[src/rtl/cache_pkg.sv]
// rtl/cache_pkg.sv - shared types and constants for the data cache controller and its line array
package cache_pkg;

    typedef enum logic [1:0] {
        IDLE      = 2'd0,
        WRITEBACK = 2'd1,
        ALLOCATE  = 2'd2,
        RESPOND   = 2'd3
    } state_t;

    localparam int LINE_BITS = 128;
    localparam int OFFSET_W  = 4;
    localparam int TAG_MAX_W = 32;

    // Tag is carried zero-extended to TAG_MAX_W; only the low TAG_W bits are stored.
    typedef struct packed {
        logic                 valid;
        logic                 dirty;
        logic [TAG_MAX_W-1:0] tag;
        logic [LINE_BITS-1:0] data;
    } line_t;

endpackage

[src/rtl/dcache_array.sv]
// rtl/dcache_array.sv - direct-mapped line storage: one async read port, one fill or byte-masked word write port
module dcache_array
    import cache_pkg::*;
#(
    parameter int IDX_W = 2,
    parameter int TAG_W = 26
) (
    input  logic                 clk,
    input  logic                 reset,
    input  logic [IDX_W-1:0]     rd_index,
    output line_t                rd_line,
    input  logic                 fill_en,
    input  logic [IDX_W-1:0]     fill_index,
    input  logic [TAG_W-1:0]     fill_tag,
    input  logic [LINE_BITS-1:0] fill_data,
    input  logic                 word_en,
    input  logic [IDX_W-1:0]     word_index,
    input  logic [1:0]           word_sel,
    input  logic [31:0]          word_data,
    input  logic [3:0]           word_byte_en
);

    localparam int NUM_LINES = 1 << IDX_W;

    logic [NUM_LINES-1:0] valid_q;
    logic [NUM_LINES-1:0] dirty_q;
    logic [TAG_W-1:0]     tag_q  [NUM_LINES];
    logic [LINE_BITS-1:0] data_q [NUM_LINES];

    logic [31:0] old_word;
    logic [31:0] byte_mask;
    logic [31:0] new_word;

    assign old_word  = data_q[word_index][{word_sel, 5'd0} +: 32];
    assign byte_mask = {{8{word_byte_en[3]}}, {8{word_byte_en[2]}},
                        {8{word_byte_en[1]}}, {8{word_byte_en[0]}}};
    assign new_word  = (old_word & ~byte_mask) | (word_data & byte_mask);

    always_comb begin
        rd_line.valid = valid_q[rd_index];
        rd_line.dirty = dirty_q[rd_index];
        rd_line.tag   = TAG_MAX_W'(tag_q[rd_index]);
        rd_line.data  = data_q[rd_index];
    end

    always_ff @(posedge clk) begin
        if (reset) begin
            valid_q <= '0;
            dirty_q <= '0;
        end else begin
            if (fill_en) begin
                valid_q[fill_index] <= 1'b1;
                dirty_q[fill_index] <= 1'b0;
            end
            // A store marks the line dirty even when no byte lane is enabled.
            if (word_en) begin
                dirty_q[word_index] <= 1'b1;
            end
        end
    end

    always_ff @(posedge clk) begin
        if (fill_en) begin
            tag_q[fill_index]  <= fill_tag;
            data_q[fill_index] <= fill_data;
        end
        if (word_en) begin
            data_q[word_index][{word_sel, 5'd0} +: 32] <= new_word;
        end
    end

endmodule

[src/rtl/dcache_controller.sv]
// rtl/dcache_controller.sv - write-back write-allocate direct-mapped data cache; DCACHE_STATS_EN adds hit/miss counters
module dcache_controller #(
    parameter int NUM_LINES  = 4,
    parameter int LINE_BITS  = 128,
    parameter int ADDR_WIDTH = 32
) (
    input  logic                  clk,
    input  logic                  reset,
    input  logic                  in_req_valid,
    input  logic                  in_req_write,
    input  logic [ADDR_WIDTH-1:0] in_req_addr,
    input  logic [31:0]           in_req_wdata,
    input  logic [3:0]            in_req_byte_en,
    output logic                  out_resp_valid,
    output logic [31:0]           out_resp_rdata,
    output logic                  out_busy,
    output logic                  out_mem_read_en,
    output logic                  out_mem_write_en,
    output logic [ADDR_WIDTH-1:0] out_mem_addr,
    output logic [LINE_BITS-1:0]  out_mem_write_data,
    input  logic [LINE_BITS-1:0]  in_mem_read_data,
    input  logic                  in_mem_ready
`ifdef DCACHE_STATS_EN
    ,
    output logic [31:0]           out_hit_count,
    output logic [31:0]           out_miss_count
`endif
);

    import cache_pkg::*;

    localparam int IDX_W = $clog2(NUM_LINES);
    localparam int TAG_W = ADDR_WIDTH - OFFSET_W - IDX_W;

    state_t state;
    state_t state_n;

    logic [IDX_W-1:0]      req_index;
    logic [TAG_W-1:0]      req_tag;
    logic [1:0]            req_word;
    line_t                 rd_line;
    logic                  hit;
    logic                  lookup;
    logic [31:0]           hit_word;

    logic                  mem_rd_n;
    logic                  mem_wr_n;
    logic [ADDR_WIDTH-1:0] mem_addr_n;
    logic [LINE_BITS-1:0]  mem_wdata_n;
    logic [31:0]           rdata_n;
    logic [ADDR_WIDTH-1:0] fill_addr_q;
    logic [ADDR_WIDTH-1:0] fill_addr_n;
    logic                  fill_we;
    logic                  word_we;
    logic                  unused_ok;

    assign req_index = in_req_addr[OFFSET_W +: IDX_W];
    assign req_tag   = in_req_addr[ADDR_WIDTH-1 -: TAG_W];
    assign req_word  = in_req_addr[3:2];
    assign hit       = rd_line.valid && (rd_line.tag[TAG_W-1:0] == req_tag);
    assign lookup    = (state == IDLE) && in_req_valid;
    assign hit_word  = rd_line.data[{req_word, 5'd0} +: 32];

    assign out_resp_valid = (state == RESPOND);
    assign out_busy       = (state != IDLE);
    assign unused_ok      = &{1'b0, in_req_addr[1:0], rd_line.tag, fill_addr_q[OFFSET_W-1:0]};

    dcache_array #(
        .IDX_W (IDX_W),
        .TAG_W (TAG_W)
    ) u_array (
        .clk          (clk),
        .reset        (reset),
        .rd_index     (req_index),
        .rd_line      (rd_line),
        .fill_en      (fill_we),
        .fill_index   (fill_addr_q[OFFSET_W +: IDX_W]),
        .fill_tag     (fill_addr_q[ADDR_WIDTH-1 -: TAG_W]),
        .fill_data    (in_mem_read_data),
        .word_en      (word_we),
        .word_index   (req_index),
        .word_sel     (req_word),
        .word_data    (in_req_wdata),
        .word_byte_en (in_req_byte_en)
    );

    always_ff @(posedge clk) begin
        if (reset) begin
            state              <= IDLE;
            out_mem_read_en    <= 1'b0;
            out_mem_write_en   <= 1'b0;
            out_mem_addr       <= '0;
            out_mem_write_data <= '0;
            out_resp_rdata     <= '0;
            fill_addr_q        <= '0;
        end else begin
            state              <= state_n;
            out_mem_read_en    <= mem_rd_n;
            out_mem_write_en   <= mem_wr_n;
            out_mem_addr       <= mem_addr_n;
            out_mem_write_data <= mem_wdata_n;
            out_resp_rdata     <= rdata_n;
            fill_addr_q        <= fill_addr_n;
        end
    end

    always_comb begin
        state_n     = state;
        mem_rd_n    = out_mem_read_en;
        mem_wr_n    = out_mem_write_en;
        mem_addr_n  = out_mem_addr;
        mem_wdata_n = out_mem_write_data;
        rdata_n     = out_resp_rdata;
        fill_addr_n = fill_addr_q;
        fill_we     = 1'b0;
        word_we     = 1'b0;
        case (state)
            IDLE: begin
                if (in_req_valid) begin
                    if (hit) begin
                        state_n = RESPOND;
                        if (in_req_write) begin
                            word_we = 1'b1;
                        end else begin
                            rdata_n = hit_word;
                        end
                    end else begin
                        fill_addr_n = {req_tag, req_index, 4'h0};
                        if (rd_line.valid && rd_line.dirty) begin
                            state_n     = WRITEBACK;
                            mem_wr_n    = 1'b1;
                            mem_addr_n  = {rd_line.tag[TAG_W-1:0], req_index, 4'h0};
                            mem_wdata_n = rd_line.data;
                        end else begin
                            state_n    = ALLOCATE;
                            mem_rd_n   = 1'b1;
                            mem_addr_n = {req_tag, req_index, 4'h0};
                        end
                    end
                end
            end
            WRITEBACK: begin
                if (in_mem_ready) begin
                    mem_wr_n = 1'b0;
                    state_n  = ALLOCATE;
                end
            end
            ALLOCATE: begin
                // Entered from WRITEBACK with read_en low: that cycle is the mandatory bus gap.
                if (!out_mem_read_en) begin
                    mem_rd_n   = 1'b1;
                    mem_addr_n = fill_addr_q;
                end else if (in_mem_ready) begin
                    mem_rd_n = 1'b0;
                    fill_we  = 1'b1;
                    state_n  = IDLE;
                end
            end
            RESPOND: begin
                state_n = IDLE;
            end
            default: begin
                state_n = IDLE;
            end
        endcase
    end

`ifdef DCACHE_STATS_EN
    logic relookup_q;

    // relookup_q marks the IDLE lookup that follows a fill so it is not counted as a hit.
    always_ff @(posedge clk) begin
        if (reset) begin
            relookup_q     <= 1'b0;
            out_hit_count  <= '0;
            out_miss_count <= '0;
        end else begin
            if (fill_we) begin
                relookup_q <= 1'b1;
            end else if (lookup) begin
                relookup_q <= 1'b0;
            end
            if (lookup && hit && !relookup_q) begin
                out_hit_count <= out_hit_count + 32'd1;
            end
            if (lookup && !hit) begin
                out_miss_count <= out_miss_count + 32'd1;
            end
        end
    end
`endif

endmodule

[config.mk]
export PLATFORM = sky130hd
export DESIGN_NAME = dcache_controller
export DESIGN_NICKNAME = d
export VERILOG_FILES = /design/src/rtl/cache_pkg.sv /design/src/rtl/dcache_array.sv /design/src/rtl/dcache_controller.sv
export SDC_FILE = /design/constraint.sdc
export NUM_CORES = 1
export LEC_CHECK = 0
export BUFFER_PORTS_ARGS = -buffer_cell sky130_fd_sc_hd__buf_2
export CORE_MARGIN = 2
export CORE_UTILIZATION = 53
export DETAILED_ROUTE_END_ITERATION = 16
export PLACE_DENSITY = 0.69
export REMOVE_ABC_BUFFERS = 1
export SLEW_MARGIN = 20
export SYNTH_ARGS = -nofsm -noshare
export SYNTH_HDL_FRONTEND = slang
export SYNTH_SLANG_ARGS = --single-unit
[constraint.sdc]
create_clock -name clk -period 12.5 [get_ports clk]
set_clock_uncertainty 0.1 [all_clocks]
set_input_delay 1.875 -clock clk [delete_from_list [all_inputs] [get_ports clk]]
set_output_delay 1.875 -clock clk [all_outputs]
set_load 0.02 [all_outputs]
==> flow_metrics.py, run 1 <==
metrics = {
    "run_status": {
        "status": "completed",
    },
    "placed_design": {
        "gp_congestion": 0.8304,
        "port-buffer-count": 390,
        "dpl.hpwl_um": 64310,
        "postPlaceCellArea_mm2": 0.03838,
    },
    "clock_network": {
        "clk_pin_slew_ns": 0.06,
        "max-clock-path-buffers": 3,
        "ctsHoldBuffers": 0,
        "h-tree-depth": 3,
        "cts_buffers": 87,
        "cts_resized": 0,
        "post_cts_buffers": 0,
        "cts.sinks": 844,
        "cts_tree": "yes",
        "cts_root_buf": "clkbuf_16",
        "clk_latency_ns": 0.66,
    },
    "critical_path": {
        "slowest_stage": "buf_4",
        "cp-end-kind": "flop",
        "path_common_cell": "buf_4",
        "cpPeakStageDelay_ns": 0.91,
        "r2r_setup_slack_ns": 7.56,
        "cp.arrival_ns": 7.28,
        "worstPathMaxFanout": 64,
        "start_kind": "primary input",
        "worstPathCellList": "clkbuf_8 -> buf_4 -> mux4_2 -> xnor2_1 -> nand4_1 -> nor3_1 -> and4_2 -> buf_4 -> a32oi_1 -> nor3_2 -> buf_4",
        "required_ns": 12.67,
        "critical_path_class": "primary input to flop",
    },
    "timing": {
        "fin_crit_sh": 0.5684,
        "finalCriticalPeriod_ns": 7.105,
        "worst_pin_slew_ns": 1.087,
        "fin_setup_tns_ns": 0,
        "rsz0062_at_grt": "no",
        "finalHoldViolCount": 0,
        "setup_viol": 0,
        "slew_viol_final": 0,
        "slew_headroom": 0.2686,
        "clock.fmax_mhz": 140.7,
    },
    "drt": {
        "detail_route.drc_violations": 0,
        "vias_per_cell": 6.421,
        "first_iter_violations": 2777,
        "wire_per_inst_um": 28.43,
        "drt_wl_total_um": 106300,
        "first_pass_iters": 6,
        "num_vias": 24000,
        "ant_nets": 0,
    },
    "final_layout": {
        "seqCellArea_mm2": 0.02306,
        "syn2layout_area_growth_pct": 16.58,
        "multiInputGateArea_mm2": 0.01177,
        "drive_gt1_frac": 0.3183,
        "nFillCells": 4923,
        "fin_area_mm2": 0.04151,
        "final_nets": 2985,
    },
    "floorplanning": {
        "placementRows": 95,
        "die_x_um": 263.2,
        "fp.dieH_um": 263.2,
        "boundaryPins": 397,
        "core_mm2": 0.06680,
        "start_util": 0.5330,
        "die-area_mm2": 0.06927,
    },
    "logic_synthesis": {
        "yosys_warnings": 0,
        "yosysTopAreaCell": "edfxtp_1",
        "avgSynthCellArea_um2": 14.50,
        "yosysUniqueCellTypes": 49,
        "synth-seq-cells": 844,
        "syn_area_mm2": 0.03561,
        "ys_top_cells_by_area": "edfxtp_1 52%, dfxtp_1 13%, mux4_2 11%, mux2_2 3.1%, a21oi_1 2.9%",
        "seq_area_frac_synth": 0.6477,
        "synth.top_cell.area_share": 0.5195,
        "synthCells": 2455,
    },
    "min_path": {
        "hold_class": "flop to flop",
    },
    "grt": {
        "grt_pass1_vias": 23760,
        "grt_start_max_net_pins": 159,
        "grt_usage": 0.3032,
        "antenna_found_initial": 19,
        "grt_first_pass_wirelength_um": 154900,
        "overflow": 0,
    },
    "power_and_ir_drop": {
        "power_per_cell_area_mw_per_mm2": 149.5,
        "ir_drop_mv": 0.1049,
        "p_leak_nw": 14.57,
    },
    "run": {
        "maxCapViolCount": 0,
    },
}
cell usage after synthesis, drive strengths merged:
library cell,instances
buf,80
a311o,5
o211ai,29
a21bo,1
a32oi,1
nand2b,6
ha,5
a311oi,3
or4,3
nand4,44
and2,7
xnor2,23
inv,10
conb,1
nor3,20
and3,2
nor4,6
edfxtp,616
a211oi,3
or3,1
clkbuf,135
nand2,77
o31a,1
o2111ai,2
mux2i,90
xor2,3
nor2b,4
dfxtp,228
nand3,159
o32a,4
nand3b,1
a21oi,203
nor4b,2
o22ai,1
and4,2
mux2,132
o31ai,32
mux4,180
a222oi,1
nor2,151
o21ai,181
placed cells by master, fill, tap and decap left out, types with 15 or more instances in the layout:
master / n
edfxtp_1: 616
buf_2: 387
dfxtp_1: 228
a21oi_1: 202
mux4_2: 180
o21ai_0: 177
nand3_1: 159
nor2_1: 147
mux2_2: 99
clkbuf_16: 94
mux2i_1: 90
nand2_1: 73
buf_4: 56
nand4_1: 44
mux2_1: 33
o31ai_1: 32
o211ai_1: 29
xnor2_1: 23
nor3_2: 17
clkinv_2: 15
cells by family after synthesis:
kind of cell | count (synthesis) | share of synthesized area
AO/OA/AOI/OAI | 467 | 0.07260
XOR/XNOR | 26 | 0.006395
adder cells (fa/ha/maj) | 5 | 0.001757
buffers and inverters | 225 | 0.02688
flip-flops | 844 | 0.6477
multiplexers | 402 | 0.1809
other | 1 | 0.0001053
AND/OR/NAND/NOR | 485 | 0.06367
final timing paths:
kind	startpoint	to	cells after the start
max	in_req_addr[5]	u_array.data_q[0][108]	11
min	out_mem_addr[30]	out_mem_addr[30]	2
max reg2reg	u_array.tag_q[3][8]	u_array.data_q[0][108]	9
min reg2reg	out_mem_addr[30]	out_mem_addr[30]	2
metal layers:
layer	up-vias	routed length [um]	track usage
met2	1401	51160	0.4935
met5	-	127	0
met1	12160	40500	0.4030
met4	22	3137	0.1008
li1	10180	-	-
met3	228	11330	0.07399
metrics by stage:
stage / std cells / power, W / hold WS, ns / setup slack [ns] / util
after CTS: 3726 / 0.006225 / 0.3574 / 5.415 / 0.6210
after floorplan: 2243 / 0.003309 / 0.3348 / 2.095 / -
after global routing: 3728 / 0.006359 / 0.3791 / 5.164 / 0.6211
after detailed placement: 3563 / 0.003502 / 0.3490 / 4.717 / 0.5745
after global placement: 3563 / 0.003492 / 0.3419 / 4.678 / 0.5743
final: 3737 / 0.006204 / 0.3541 / 5.395 / 0.6214
cell type report:
class,instances,area share
Tap cell,873,0.02631
Clock buffer,119,0.06182
Clock inverter,44,0.01299
Multi-Input combinational cell,1389,0.2835
Antenna cell,11,0.0006631
Timing Repair Buffer,447,0.05823
Inverter,10,0.0009344
Sequential cell,844,0.5556
power by group:
group / switching [W] / leakage (nW) / internal, W
registers: 0.0000146 / 7.33 / 0.00302
logic: 0.000258 / 5.72 / 0.000153
clock network: 0.00113 / 1.52 / 0.00162
state kept, by name, summed over array words and instances (netlist names):
signal,flops
u_array.data_q,512
u_array.dirty_q,4
out_mem_write_data,128
u_array.valid_q,4
out_mem_addr,28
out_mem_write_en,1
u_array.tag_q,104
out_mem_read_en,1
state,2
out_resp_rdata,32
fill_addr_q,28
critical path, delay by kind of cell:
kind	cells	cell delay (ns)
compound gates	1	0.38
xor+xnor	1	0.28
buf+inv	4	2.55
mux	1	0.45
simple gates	4	1.64
No activity file was read; power rests on OpenSTA's default activity.
==> run 2, diff against run 1 <==
Clock period 12.5 ns to 7.2 ns, I/O delays scaled along.
==> flow_metrics.py, run 2 (synthesized netlist as in run 1, its figures left out) <==
metrics = {
    "min_path": {
        "holdPathEnd": "out_mem_addr[22]",
        "min-delay-start": "out_mem_addr[22]",
        "hold_class": "flop to flop",
        "hold_depth": 2,
    },
    "floorplanning": {
        "core_mm2": 0.06680,
        "fp.dieH_um": 263.2,
        "die_x_um": 263.2,
        "placementRows": 95,
        "die-area_mm2": 0.06927,
        "boundaryPins": 397,
        "start_util": 0.5330,
    },
    "final_layout": {
        "drive_gt1_frac": 0.3172,
        "instances_no_fill": 3737,
        "final_common_cell": "edfxtp_1",
        "largest_register_ffs": 512,
        "regMostFlops": "u_array.data_q",
        "layout_common_cells": "616 x edfxtp_1, 387 x buf_2, 228 x dfxtp_1",
        "nFillCells": 4939,
        "syn2layout_area_growth_pct": 16.40,
        "biggestRegsByFlops": "u_array.data_q x512, out_mem_write_data x128, u_array.tag_q x104",
        "final_nets": 2990,
        "final_util": 0.6205,
    },
    "run": {
        "maxCapViolCount": 0,
    },
    "clock_network": {
        "post_cts_buffers": 0,
        "cts_tree": "yes",
        "cts.sinks": 844,
        "ctsHoldBuffers": 0,
        "clk_pin_slew_ns": 0.05,
        "cts_root_buf": "clkbuf_16",
        "max-clock-path-buffers": 3,
        "cts_buffers": 87,
        "cts_resized": 0,
        "h-tree-depth": 3,
        "clk_latency_ns": 0.65,
    },
    "grt": {
        "grt_first_pass_wirelength_um": 155000,
        "overflow": 0,
        "grt_start_max_net_pins": 159,
        "grt_pass1_vias": 24050,
        "antenna_found_initial": 14,
        "grt_usage": 0.3032,
    },
    "drt": {
        "wire_per_inst_um": 28.40,
        "ant_nets": 0,
        "drt_wl_total_um": 106100,
        "detail_route.drc_violations": 0,
        "first_pass_iters": 6,
        "vias_per_cell": 6.451,
        "num_vias": 24110,
        "first_iter_violations": 3011,
    },
    "power_and_ir_drop": {
        "design_power_total_w": 0.01070,
        "ir_drop_mv": 0.1938,
        "p_leak_nw": 14.57,
        "power_per_cell_area_mw_per_mm2": 258.2,
    },
    "timing": {
        "slew_headroom": 0.2824,
        "setup_viol": 0,
        "slew_viol_final": 0,
        "rsz0062_at_grt": "no",
        "clock.fmax_mhz": 189.4,
        "fin_crit_sh": 0.7333,
        "worst_pin_slew_ns": 1.076,
        "finalHoldViolCount": 0,
        "finalCriticalPeriod_ns": 5.280,
    },
    "critical_path": {
        "reg2reg_to": "u_array.data_q[0][121]",
        "cp.arrival_ns": 5.45,
        "r2r_setup_slack_ns": 2.73,
        "reg2reg_from": "u_array.tag_q[3][22]",
        "critPathTopFamily": "buffers and inverters",
        "critical_path_class": "primary input to flop",
        "cpPeakStageDelay_ns": 0.65,
        "start_kind": "primary input",
        "ff2ff_path_depth": 9,
        "worstPathCellList": "clkbuf_8 -> mux2i_1 -> o22ai_1 -> or4_1 -> a211oi_2 -> and4_2 -> buf_4 -> a32oi_1 -> nor3_2 -> buf_4",
        "cp-end-kind": "flop",
        "required_ns": 7.37,
        "slowest_stage": "buf_4",
        "cp.buffers_inverters": 3,
        "worstPathMaxFanout": 88,
        "path_common_cell": "buf_4",
    },
    "placed_design": {
        "dp.cells": 3568,
        "port-buffer-count": 390,
        "gp_congestion": 0.8429,
        "dpl.hpwl_um": 64190,
    },
    "run_status": {
        "status": "completed",
    },
}
-- run 2: how the worst max path moves through the flow --
| stage | slack (ns) | cells past startpoint | startpoint | to |
|---|---|---|---|---|
| 3_5_place_dp | 1.36 | 10 | in_req_addr[4] | out_mem_write_data[99] |
| 4_1_cts | 2.03 | 10 | in_req_addr[4] | out_mem_write_data[103] |
| 5_1_grt | 1.71 | 10 | in_req_addr[4] | out_mem_write_data[33] |
| 2_1_floorplan | -2.41 | 7 | in_req_addr[5] | out_mem_addr[4] |
| 6_report | 1.92 | 10 | in_req_addr[5] | u_array.data_q[0][121] |
| 3_3_place_gp | 1.46 | 10 | in_req_addr[5] | u_array.data_q[0][121] |
-- run 2: cell type report --
type | instances | area [um^2] | area share
Sequential cell | 844 | 23060 | 0.5564
Clock buffer | 120 | 2604 | 0.06282
Multi-Input combinational cell | 1389 | 11760 | 0.2838
Antenna cell | 5 | 12.51 | 0.0003019
Clock inverter | 44 | 420.4 | 0.01014
Inverter | 10 | 38.79 | 0.0009358
Timing Repair Buffer | 452 | 2455 | 0.05923
Tap cell | 873 | 1092 | 0.02635
-- run 2: power breakdown --
part           leakage (nW)  internal [W]  switching, W
Combinational          5.74      0.000267      0.000450
Sequential             7.33       0.00525     0.0000256
Clock                  1.50       0.00277       0.00194
Total                  14.6       0.00828       0.00242
-- run 2: layer usage --
metal  vias up  wire length, um  global-route usage
li1      10180                -                   -
met1     12120            39910              0.4065
met2      1536            50440              0.4813
met3       253            12130             0.07848
met4        16             3538              0.1112
met5         -              105                   0
-- run 2: metrics by stage --
stage | TNS (ns) | hold slack, ns | worst slack [ns] | instance area, um^2
global placement | 0 | 0.3420 | 1.457 | 38400
global route | 0 | 0.3789 | 1.714 | 41430
detailed placement | 0 | 0.3487 | 1.362 | 38410
CTS | 0 | 0.3565 | 2.027 | 41430
floorplan | -826.17 | 0.3348 | -2.410 | 34700
finish | 0 | 0.3540 | 1.920 | 41450
-- run 2: worst register-to-register path, delay by kind of cell, from the launching register on --
kind / cells / cell delay, ns
AO/OA/AOI/OAI: 1 / 0.38
multiplexers: 1 / 0.52
AND/OR/NAND/NOR: 4 / 1.16
buffers and inverters: 2 / 1.18
XOR/XNOR: 1 / 0.34
flip-flops: 1 / 0.39
